<file path="src/rtl/hazard_scoreboard.sv">
// hazard_scoreboard
//   RAW hazard unit for the in-order pipeline. A per-register pending-write
//   counter allows several in-flight writes to the same register. A DEPTH-entry
//   {valid, rd} pipe shadows the E..WB stages so that the unit knows when each
//   write retires.
// Ports
//   clk, reset                 clock, asynchronous active-high reset
//   id_valid                   decode holds a valid instruction
//   id_rs1/id_rs2              decode source registers
//   id_rs1_used/id_rs2_used    the instruction actually reads that source
//   id_rd, id_reg_we           decode destination and its write enable
//   redirect                   taken branch/jump resolved in E
//   mem_busy                   memory stage cannot complete this cycle
//   stall_F, stall_D           hold PC / hold F/D register
//   flush_D, flush_E           bubble into F/D / D/E register
//   stall_back                 freeze D/E, E/M, M/WB registers
//   pending                    bit r set while a write to r is in flight
module hazard_scoreboard #(
  parameter int unsigned NREGS         = 32,
  parameter int unsigned AW            = 5,
  parameter int unsigned DEPTH         = 3,
  parameter bit          WRITE_THROUGH = 1'b1
) (
  input  logic             clk,
  input  logic             reset,
  input  logic             id_valid,
  input  logic [AW-1:0]    id_rs1,
  input  logic [AW-1:0]    id_rs2,
  input  logic             id_rs1_used,
  input  logic             id_rs2_used,
  input  logic [AW-1:0]    id_rd,
  input  logic             id_reg_we,
  input  logic             redirect,
  input  logic             mem_busy,
  output logic             stall_F,
  output logic             stall_D,
  output logic             flush_D,
  output logic             flush_E,
  output logic             stall_back,
  output logic [NREGS-1:0] pending
);

  localparam int unsigned CW = $clog2(DEPTH + 1);

  logic [CW-1:0] cnt     [NREGS];
  logic          pipe_v  [DEPTH];
  logic [AW-1:0] pipe_rd [DEPTH];

  logic             retire;
  logic [AW-1:0]    ret_rd;
  logic             busy1;
  logic             busy2;
  logic             hazard;
  logic             issue;
  logic [NREGS-1:1] inc_vec;
  logic [NREGS-1:1] dec_vec;

  // A register whose only outstanding write retires this cycle is readable
  // when the register file forwards the write to the read port.
  function automatic logic reg_busy(input logic [AW-1:0] r,
                                    input logic [CW-1:0] c,
                                    input logic          ret,
                                    input logic [AW-1:0] rr);
    return (r != '0) && (c != '0) &&
           !(WRITE_THROUGH && ret && (rr == r) && (c == CW'(1)));
  endfunction

  always_comb begin
    retire = pipe_v[DEPTH-1] & ~mem_busy;
    ret_rd = pipe_rd[DEPTH-1];
    busy1  = reg_busy(id_rs1, cnt[id_rs1], retire, ret_rd);
    busy2  = reg_busy(id_rs2, cnt[id_rs2], retire, ret_rd);
    hazard = id_valid & ((id_rs1_used & busy1) | (id_rs2_used & busy2));
    issue  = id_valid & id_reg_we & (id_rd != '0) & ~hazard & ~redirect & ~mem_busy;
  end

  // Priority: mem_busy over redirect over hazard.
  always_comb begin
    stall_F    = 1'b0;
    stall_D    = 1'b0;
    flush_D    = 1'b0;
    flush_E    = 1'b0;
    stall_back = 1'b0;
    if (mem_busy) begin
      stall_F    = 1'b1;
      stall_D    = 1'b1;
      stall_back = 1'b1;
    end else if (redirect) begin
      flush_D = 1'b1;
      flush_E = 1'b1;
    end else if (hazard) begin
      stall_F = 1'b1;
      stall_D = 1'b1;
      flush_E = 1'b1;
    end
  end

  always_comb begin
    inc_vec = '0;
    dec_vec = '0;
    for (int unsigned r = 1; r < NREGS; r++) begin
      inc_vec[r] = issue  & (id_rd  == AW'(r));
      dec_vec[r] = retire & (ret_rd == AW'(r));
    end
  end

  always_comb begin
    pending = '0;
    for (int unsigned r = 1; r < NREGS; r++) begin
      pending[r] = (cnt[r] != '0);
    end
  end

  always_ff @(posedge clk or posedge reset) begin
    if (reset) begin
      for (int unsigned r = 0; r < NREGS; r++) begin
        cnt[r] <= '0;
      end
      for (int unsigned d = 0; d < DEPTH; d++) begin
        pipe_v[d]  <= 1'b0;
        pipe_rd[d] <= '0;
      end
    end else if (!mem_busy) begin
      pipe_v[0]  <= issue;
      pipe_rd[0] <= id_rd;
      for (int unsigned d = 1; d < DEPTH; d++) begin
        pipe_v[d]  <= pipe_v[d-1];
        pipe_rd[d] <= pipe_rd[d-1];
      end
      // Issue and retire to the same register cancel out.
      for (int unsigned r = 1; r < NREGS; r++) begin
        if (inc_vec[r] && !dec_vec[r]) begin
          cnt[r] <= cnt[r] + CW'(1);
        end else if (dec_vec[r] && !inc_vec[r]) begin
          cnt[r] <= cnt[r] - CW'(1);
        end
      end
    end
  end

endmodule

</file>
<file path="config.mk">
export PLATFORM = sky130hd
export DESIGN_NAME = hazard_scoreboard
export DESIGN_NICKNAME = d
export VERILOG_FILES = /design/src/rtl/hazard_scoreboard.sv
export SDC_FILE = /design/constraint.sdc
export NUM_CORES = 1
export LEC_CHECK = 0
export CAP_MARGIN = 20
export CORE_MARGIN = 10
export CORE_UTILIZATION = 45
export CTS_CLUSTER_DIAMETER = 60
export DETAILED_ROUTE_END_ITERATION = 7
export GPL_ROUTABILITY_DRIVEN = 0
export PLACE_DENSITY = 0.66
export SYNTH_ARGS = -nofsm -noshare
export SYNTH_HDL_FRONTEND = slang
export SYNTH_SLANG_ARGS = --single-unit
export TNS_END_PERCENT = 50
</file>
<file path="constraint.sdc">
create_clock -name clk -period 3.1 [get_ports clk]
set_clock_uncertainty 0.1 [all_clocks]
set_input_delay 0.62 -clock clk [delete_from_list [all_inputs] [get_ports clk]]
set_output_delay 0.62 -clock clk [all_outputs]
set_load 0.1 [all_outputs]
</file>
Word-level counts from Yosys, hierarchy flattened --
Cells that the tools add are included.
Storage, ports and cells: flip-flop bits (word level) 80, output and inout port bits 37
Operators by class: add/subtract/negate cells 62, magnitude comparators 2, equality and inequality tests 66, mux-type cells 76, bitwise logic cells 77, reduce and logical (&&, ||, !) cells 232
Operator list (number):
- == test 5 bit (second input constant) | 32
- 2-to-1 mux 2 bit | 66
- nonzero test 2 bit | 64
- == test 5 x 4 -> 1 bit (second input constant) | 16
- bitwise AND 1 bit | 71
- logical AND 1 bit | 70
- zero test 1 bit | 64
- adder 2 x 1 -> 2 bit (second input constant) | 31
- AND reduction 2 bit | 31
- subtractor 2 x 1 -> 2 bit (second input constant) | 31
- == test 5 x 3 -> 1 bit (second input constant) | 8
- binary-select mux 2 bit (select 5 bit) | 2
- == test 5 x 2 -> 1 bit (second input constant) | 4
- nonzero test 5 bit | 3
- greater-or-equal comparator 6 bit (second input constant) | 2
- NOT 5 -> 6 bit | 2
- == test 5 x 1 -> 1 bit (second input constant) | 2
- == test 5 bit | 2
- 2-to-1 mux 1 bit | 8
- == test 2 x 1 -> 1 bit (second input constant) | 2
- NOT 1 bit | 3
- bitwise OR 1 bit | 1

Longest topological paths before layout --
Gate-level depths: netlist of run 1.
depth after elaboration 20, gate-level depth with buffers 13, depth with buffers taken out 10

Worst setup path after synthesis of run 1 --
No wires, ideal clock.
path kind input to output, start input port mem_busy, end output port flush_E, data arrival time 3.119 ns, data required time 2.380 ns, slack -0.739 ns, cell stages on the path 5, path buffers 3, path through clkbuf_1 -> clkbuf_1 -> buf_1 -> nor2_1 -> a31o_2
Between the ends: cells in the longest elaborated chain, start to end 12, elaborated cells between the ends (all ways) 17, those cells by class mux: 3; bitwise: 6; reduce/logical: 8
Ends and longest elaborated chain:
- start: declaration | RTL line 34 | input logic mem_busy,
- NOT 1 bit (no line)
- bitwise AND 1 bit | RTL line 69 | retire = pipe_v[DEPTH-1] & ~mem_busy;
- logical AND 1 bit (2 in series) | RTL line 65 | !(WRITE_THROUGH && ret && (rr == r) && (c == CW'(1)));
- zero test 1 bit | RTL line 65
- logical AND 1 bit | RTL line 64 | return (r != '0) && (c != '0) &&
- bitwise AND 1 bit | RTL line 73 | hazard = id_valid & ((id_rs1_used & busy1) | (id_rs2_used & busy2));
- bitwise OR 1 bit | RTL line 73
- bitwise AND 1 bit | RTL line 73
- 2-to-1 mux 1 bit | RTL line 91 | end else if (hazard) begin
- 2-to-1 mux 1 bit | RTL line 88 | end else if (redirect) begin
- 2-to-1 mux 1 bit (*) | RTL line 84 | if (mem_busy) begin
- end: declaration | RTL line 38 | output logic flush_E,
Every way passes the cells marked *; elsewhere a longest branch is shown, timed or not.

Worst setup path in the final report of run 1 --
start register cnt[52] (netlist name), end output port stall_F
Between the ends: cells in the longest elaborated chain, start to end 13, elaborated cells between the ends (all ways) 25, those cells by class eq/ne: 2; mux: 9; bitwise: 4; reduce/logical: 10
Ends and longest elaborated chain:
- start: declaration | RTL line 45 | logic [CW-1:0] cnt [NREGS];
- start signal: indexed assignment | RTL line 133 | cnt[r] <= cnt[r] + CW'(1);
- start signal: indexed assignment | RTL line 135 | cnt[r] <= cnt[r] - CW'(1);
- binary-select mux 2 bit (select 5 bit), on equally long branches | RTL line 71, 72
- 2-to-1 mux 2 bit, on equally long branches (2 in series) | RTL line 71, 72
- == test 2 x 1 -> 1 bit | RTL line 65
- logical AND 1 bit | RTL line 65
- zero test 1 bit | RTL line 65
- logical AND 1 bit | RTL line 64
- bitwise AND 1 bit | RTL line 73
- bitwise OR 1 bit (*) | RTL line 73
- bitwise AND 1 bit (*) | RTL line 73
- 2-to-1 mux 1 bit (*) | RTL line 91
- 2-to-1 mux 1 bit (*) | RTL line 88
- 2-to-1 mux 1 bit (*) | RTL line 84
- end: declaration | RTL line 35 | output logic stall_F,
Every way passes the cells marked *; elsewhere a longest branch is shown, timed or not. The select of a mux whose other input is x is not followed.

==> impl_results.md, run 1 <==
- Result of the run: complete, but fails checks
- Violations in the final reports: setup timing
- Routed length per instance: 19.7 µm
- Sequential standard cell area: 0.00200 mm²
- Final routed DRC violation total: 0
- Instance count after placement with tap cells included: 827
- Final Hold Slack: 0.389 ns
- Antenna violations before repair: 0
- Highest-delay cell along the critical path: mux4_2
- Area contributors post-synth: dfrtp_1 (34%), xnor2_1 (9.6%), ha_1 (6.7%)
- Relative area change from synthesis to final layout: 32.8%
- Critical Path Start Type: register
- Setup-violating endpoint count in the final report: 21
- Logic depth of the worst register-to-register path: 11
- Detail Placement HPWL: 12.7 mm
- Transition time of the tightest slew-check pin: 0.886 ns
- Aggregate routed wire length: 17.0 mm
- Initial DRC Count: 325
- Proportion of register bits with asynchronous set or reset after synthesis: 100%
- Floorplan die width: 134 µm
- Most Frequent Cell on Critical Path: mux4_2
- Row cnt: 41
- Maximum achievable frequency: 301 MHz
- RSZ-0062 raised after global routing: yes
- Endpoint kind of the worst setup timing path: output port
- Routed via count: 4796
- Share of the cycle needed by the critical path after routing: 107%
- Leak: 3.51 nW
- Top cell type by total area after synthesis: dfrtp_1
- Largest net degree at the start of global routing: 49
- Clk slew on worst S/H paths: 0.06 ns
- Total global routing overflow: 0
- Initial core utilization: 46.1%
- Critical Path RT: 2.38 ns
- Number of nets at the end of the flow: 740
- Max Cap Violations: 0
- Cts-stage hold buffer count: 0
- Number of global-route vias before repair: 4983
- Number of enable flip-flop cells after synthesis: 0
- Fill cell total of the finished layout: 1039
- Die H: 134 µm
- Post-route setup slack: -0.224 ns
- Fin util: 61.2%
- Number of distinct library cell variants in the gate-level netlist after synthesis: 50
- Clock Sinks: 80
- Number of standard cells after synthesis: 577
- Post-synth top cells: nand2_1 (86), dfrtp_1 (80), xnor2_1 (64)
- CTS H-Tree Depth: 3
- Net count after synthesis: 631
- Hold Crit Class: register to register
- Post-route minimum period: 3.32 ns
- Critical path type: register to output port
- Share of the synthesized area in the top cell type: 34.4%
- Global-route wire length before repair: 27.3 mm
- Number of buffers inserted during clock tree synthesis: 9
- I/O pin count: 60
- Pwr/cell area: 510 mW/mm²
- Diode count: 0
- Area of the die: 0.0179 mm²
- Sequential fraction of the synthesis area: 34.4%
- Highest fanout seen on the critical path: 3
- Number of standard cells in the layout, taps in and fillers out: 863
- Cell breakdown of the critical path: mux4_2 -> mux4_2 -> o2111ai_4 -> nand4_4 -> a31o_4 -> buf_12
- Crit path arrival time: 2.60 ns
- Tot GR Track Use: 19.6%
- Input/output buffers: 58
- TritonRoute pass-1 iters: 5
- Area inside the core boundary: 0.0126 mm²
- Worst VDD drop: 0.392 mV
- Top FF cell, synth: dfrtp_1
- Post-synthesis register bit count: 80
- Share of layout cells above drive strength 1: 41.2%
- TritonCTS clock tree: built
- Number of slew-limit violations in the final report: 0
- CTS max path bufs: 2
- Yosys warns: 2
- Latest clock arrival within the worst-skew pair: 0.36 ns
- Number of cells traversed by the worst hold path: 2
- Residual antenna-violating net count after detailed routing: 0
- Area of the multi-input gates: 0.00395 mm²
- Most frequently used cell type in the post-synthesis netlist: nand2_1
- Slew HR: 40.9%
- CTS root buf: clkbuf_16
- Crit-path max cell delay: 0.51 ns
- Post-synthesis instance area: 0.00581 mm²
- Hold Fails Final Rpt: 0
- Routed via count divided by cell count: 5.56
- Average cell area after synthesis: 10.1 µm²
[timing repair]
action,in CTS,in global routing
cloned,2,1
endpoints found under the setup margin,65,65
setup buffers,16,2
gates resized for setup,66,5
pin swaps,40,6
[cells in the final DEF, fill, tap and decap left out, types with 17 or more instances in the layout]
master / synthesis / routed
dfrtp_1: 80 / 80
mux4_2: 15 / 17
nor2_2: 0 / 32
buf_4: 3 / 91
xor2_1: 39 / 38
nor3_2: 6 / 20
or2_2: 32 / 32
mux2_2: 29 / 28
nand2_1: 86 / 86
ha_1: 31 / 31
xnor2_1: 64 / 64
[worst paths after layout]
| path | end | slack, ns | startpoint |
|---|---|---|---|
| min in group asynchronous | cnt[33]$_DFFE_PP0P_ | 0.54 | reset |
| worst min register to register | pipe_rd[14]$_DFFE_PP0N_ | 0.39 | pipe_rd[14]$_DFFE_PP0N_ |
| worst min-delay path | pipe_rd[14]$_DFFE_PP0N_ | 0.39 | pipe_rd[14]$_DFFE_PP0N_ |
| max in group asynchronous | cnt[30]$_DFFE_PP0P_ | 1.68 | reset |
| worst max-delay path | stall_F | -0.22 | cnt[52]$_DFFE_PP0P_ |
| worst max register to register | cnt[39]$_DFFE_PP0P_ | -0.07 | cnt[52]$_DFFE_PP0P_ |
[state kept, by name (all words and copies together) (netlist names)]
signal and flops:
pipe_rd 10, pipe_v 3, ret_rd 5, cnt 62
[final cells by class]
class	count	area share, %
Clock buffer	11	3.01
Clock inverter	5	0.745
Inverter	5	0.259
Multi-Input combinational cell	457	51.1
Sequential cell	80	25.9
Tap cell	172	2.79
Timing Repair Buffer	133	16.2
[through the flow]
step	power (mW)	cell area, µm²	setup WS (ns)	TNS, ns
6_report	3.93	7720	-0.224	-1.45
5_1_grt	4.09	7720	-0.303	-7.46
3_5_place_dp	2.83	7070	-1.14	-65.79
4_1_cts	3.95	7660	-0.203	-3.64
3_3_place_gp	2.81	7070	-1.10	-62.74
2_1_floorplan	2.42	6030	-0.304	-3.73
[routing by layer]
layer | global-route usage (%) | vias up | part of all wire, %
li1 | - | 2196 | -
met4 | 7.19 | 0 | 2.8
met2 | 29.9 | 178 | 46
met3 | 4.92 | 31 | 7.1
met5 | 0 | - | 0
met1 | 26.2 | 2391 | 44
[where the power goes]
group	switching [mW]	internal, mW
Sequential	0.150	1.16
Combinational	1.04	0.529
Clock	0.435	0.622
[critical path: cells and delay by family (launching register included)]
kind,cells,cell delay (ns)
compound gates,2,0.52
buf+inv,1,0.17
flops,1,0.41
mux,2,0.98
simple gates,1,0.17
[cells by family (layout without fill, tap and decap cells)]
family | Yosys count | in the layout | synth area share, %
and+or+nand+nor | 234 | 234 | 19.8
buffers and inverters | 40 | 154 | 3.40
adders and majority gates | 31 | 31 | 6.67
xor gates and xnor gates | 103 | 103 | 15.5
other | 1 | 1 | 0.0645
DFF | 80 | 80 | 34.4
AOI/OAI and AO/OA | 27 | 27 | 3.55
muxes | 61 | 61 | 16.6
No activity file was read; power rests on OpenSTA's default activity.
==> run 2: changes to the inputs <==
- PLACE_DENSITY: 0.66 -> 0.64
- clock period: 3.1 -> 3.66 ns (I/O delays scaled with it)
==> run 2 against run 1 <==
  * The run now ends clean
  * Critical path depth grew 1
  * Utilization shrank 2.7 points
  * Critical endpoint is now stall_D
  * Via count shrank 3.7%
  * Total power shrank 15%
  * First-iteration DRC count grew 15%
  * Routed wire length shrank 5.4%
  * Die area is the same
  * Worst hold slack lost 0.0069 ns
==> impl_results.md, run 2 (synthesized netlist as in run 1, its figures left out) <==
- Area of the multi-input gates: 0.00368 mm² (-6.6%)
- Result of the run: finished, final reports clean
- Post-route minimum period: 3.60 ns
- Net Switching: 1.34 mW (-18%)
- Clock Sinks: 80 (unchanged)
- Number of nets at the end of the flow: 731 (-1.2%)
- Leading cell type in the layout, fill and taps excluded: nand2_1
- Number of slew-limit violations in the final report: 0 (unchanged)
- Number of cells traversed by the worst hold path: 2 (unchanged)
- Switching Share: 40.1% (-1.2 points)
- Fill cell total of the finished layout: 1126 (+8.4%)
- Input/output buffers: 58 (unchanged)
- Number of standard cells in the layout, taps in and fillers out: 853 (-1.2%)
- Transition time of the tightest slew-check pin: 0.979 ns (+0.0922 ns)
- Number of global-route vias before repair: 4730 (-5.1%)
- Initial core utilization: 46.1% (unchanged)
- CTS H-Tree Depth: 3 (unchanged)
- Total number of cells along the worst setup path: 7 (+1)
- Pwr/cell area: 453 mW/mm² (-11%)
- Routed length per instance: 18.8 µm (-4.3%)
- Largest net degree at the start of global routing: 42 (-14%)
- Logic depth of the worst register-to-register path: 11 (unchanged)
- Top Family by Delay on Critical Path: multiplexers
- Critical Path Start Type: input pin
- Endpoint kind of the worst setup timing path: output port
- Floorplan die width: 134 µm (unchanged)
- Routed via count: 4618 (-3.7%)
- Maximum achievable frequency: 278 MHz
- Highest-delay cell along the critical path: mux4_2
- Latest clock arrival within the worst-skew pair: 0.35 ns (about the same)
- Most flop-heavy register: cnt
- Highest fanout seen on the critical path: 6 (+3)
- Cell breakdown of the critical path: buf_6 -> mux4_2 -> mux4_2 -> o2111ai_4 -> nand4_4 -> a31o_4 -> buf_12
- Post-route setup slack: 0.0642 ns (+0.288 ns)
- Number of buffers inserted during clock tree synthesis: 9 (unchanged)
- Tot GR Track Use: 18.4% (-1.2 points)
- Fin util: 58.4% (-2.7 points)
- Area inside the core boundary: 0.0126 mm² (unchanged)
- Worst VDD drop: 0.240 mV (-39%)
- CTS root buf: clkbuf_16
- Critical path type: input pin to output port
- Aggregate routed wire length: 16.0 mm (-5.4%)
- Max Cap Violations: 0 (unchanged)
- Sequential share of power: 33.8% (+0.6 points)
- Slew HR: 34.5% (-6.4 points)
- Critical Path RT: 2.83 ns (+0.45 ns)
- Worst-case setup slack after placement: -0.641 ns (+0.502 ns)
- Largest register FFs: 62 (unchanged)
- Clock power share: 29.5% (+2.6 points)
- I/O pin count: 60 (unchanged)
- TritonCTS clock tree: built
- Register-to-register path setup slack: 0.24 ns (+0.31 ns)
- Buffers plus inverters on the worst setup path: 2 (+1)
- Total internal power: 2.00 mW (-13%)
- Final routed DRC violation total: 0 (unchanged)
- Top library cells by usage in the layout, fill and taps aside: nand2_1 (86), dfrtp_1 (80), buf_4 (71)
- Setup-violating endpoint count in the final report: 0 (-100%)
- Endpoint of the lowest-slack register-to-register path: cnt[48]$_DFFE_PP0P_
- Global-route wire length before repair: 25.8 mm (-5.8%)
- Share of the cycle needed by the critical path after routing: 98.2%
- Die H: 134 µm (unchanged)
- Residual antenna-violating net count after detailed routing: 0 (unchanged)
- Area of the die: 0.0179 mm² (unchanged)
- Leak: 3.35 nW (-4.5%)
- Initial DRC Count: 374 (+15%)
- Hold Fails Final Rpt: 0 (unchanged)
- Diode count: 0 (unchanged)
- Sum of negative setup slack: 0 ns (+1.45 ns)
- Most Frequent Cell on Critical Path: mux4_2
- Detail Placement HPWL: 12.3 mm (-3.1%)
- Routed via count divided by cell count: 5.41 (-2.6%)
- Part of the total power dissipated in combinational logic: 36.7% (-3.2 points)
- Antenna violations before repair: 0 (unchanged)
- Clk slew on worst S/H paths: 0.06 ns (about the same)
- Share of layout cells above drive strength 1: 30.1% (-11 points)
- Row cnt: 41 (unchanged)
- Sequential standard cell area: 0.00200 mm² (unchanged)
- Critical hold path startpoint: pipe_rd[14]$_DFFE_PP0N_
- CTS max path bufs: 2 (unchanged)
- Crit-path max cell delay: 0.54 ns (+0.03 ns)
- RSZ-0062 raised after global routing: no
- Hold Crit Class: register to register
- Relative area change from synthesis to final layout: 26.8%
- Worst hold endpoint: pipe_rd[14]$_DFFE_PP0N_
- Total global routing overflow: 0 (unchanged)
- Crit path arrival time: 2.76 ns (+0.16 ns)
- TritonRoute pass-1 iters: 5 (unchanged)
- Instance count after placement with tap cells included: 835 (+0.97%)
- RR Startpoint: cnt[48]$_DFFE_PP0P_
## run 2: cell types whose count changed in the layout (fill, tap and decap cells not counted), moves of 4 or more
| cell | previous run | this run |
|---|---|---|
| nor3_2 | 20 | 7 |
| nor3_4 | 11 | 0 |
| clkdlybuf4s50_1 | 12 | 33 |
| buf_12 | 11 | 7 |
| buf_4 | 91 | 71 |
| nor2_1 | 12 | 42 |
| nor3_1 | 6 | 30 |
| nor2_2 | 32 | 2 |
## run 2: cell type report
| cell class | count | area share, % |
|---|---|---|
| inverters | 5 | 0.271 |
| multi-input cells | 457 | 50.0 |
| well taps | 172 | 2.92 |
| flip-flops and latches | 80 | 27.1 |
| clock buffers | 10 | 3.24 |
| clock inverters | 5 | 1.10 |
| repair buffers | 124 | 15.4 |
## run 2: worst register-to-register path: stages, from the launching register on
cell and delay (ns):
dfrtp_1 0.46, mux4_2 0.50, mux4_2 0.54, o2111ai_4 0.22
nand4_4 0.17, buf_4 0.19, buf_4 0.18, nor3_2 0.29
ha_1 0.28, nor2_1 0.14, buf_4 0.13, xor2_1 0.13
## run 2: how the worst max path moves through the flow
stage / startpoint / end / slack, ns
2_1_floorplan: id_rs2[0] / stall_F / -0.24
6_report: id_rs1[0] / stall_D / 0.06
5_1_grt: id_rs1[0] / stall_D / 0.007
4_1_cts: id_rs1[0] / stall_D / -0.005
3_5_place_dp: id_rs1[0] / cnt[48]$_DFFE_PP0P_ / -0.64
3_3_place_gp: id_rs1[0] / cnt[48]$_DFFE_PP0P_ / -0.59
## run 2: per-stage QoR
step / hold WS (ns) / area (µm²) / power (mW)
floorplan: 0.338 / 5820 / 2.03
global placement: 0.361 / 6950 / 2.33
detailed placement: 0.370 / 6950 / 2.35
CTS: 0.386 / 7320 / 3.34
global route: 0.412 / 7370 / 3.44
finish: 0.382 / 7370 / 3.34
## run 2: power groups by stage
stage | registers (mW) | clock network (mW) | logic (mW)
after floorplan | 1.08 | 0 | 0.957
after global placement | 1.13 | 0 | 1.20
after detailed placement | 1.14 | 0 | 1.21
after CTS | 1.12 | 0.992 | 1.22
after global routing | 1.14 | 1.02 | 1.28
final | 1.13 | 0.984 | 1.23
## run 2: timing repair
action                     CTS  global route
setup buffers                3             1
hold buffers                 0             0
gates resized for setup     26            24
pin swaps                    7             6
setup endpoints to repair   65            55
## run 2: routing by layer
layer  GRT usage [%]  part of all wire (%)  wire [µm]
met2            28.4                    46       7440
met5               0                     0          0
met3            4.29                   6.5       1040
met1            23.9                    44       7090
met4            8.71                   3.0        482
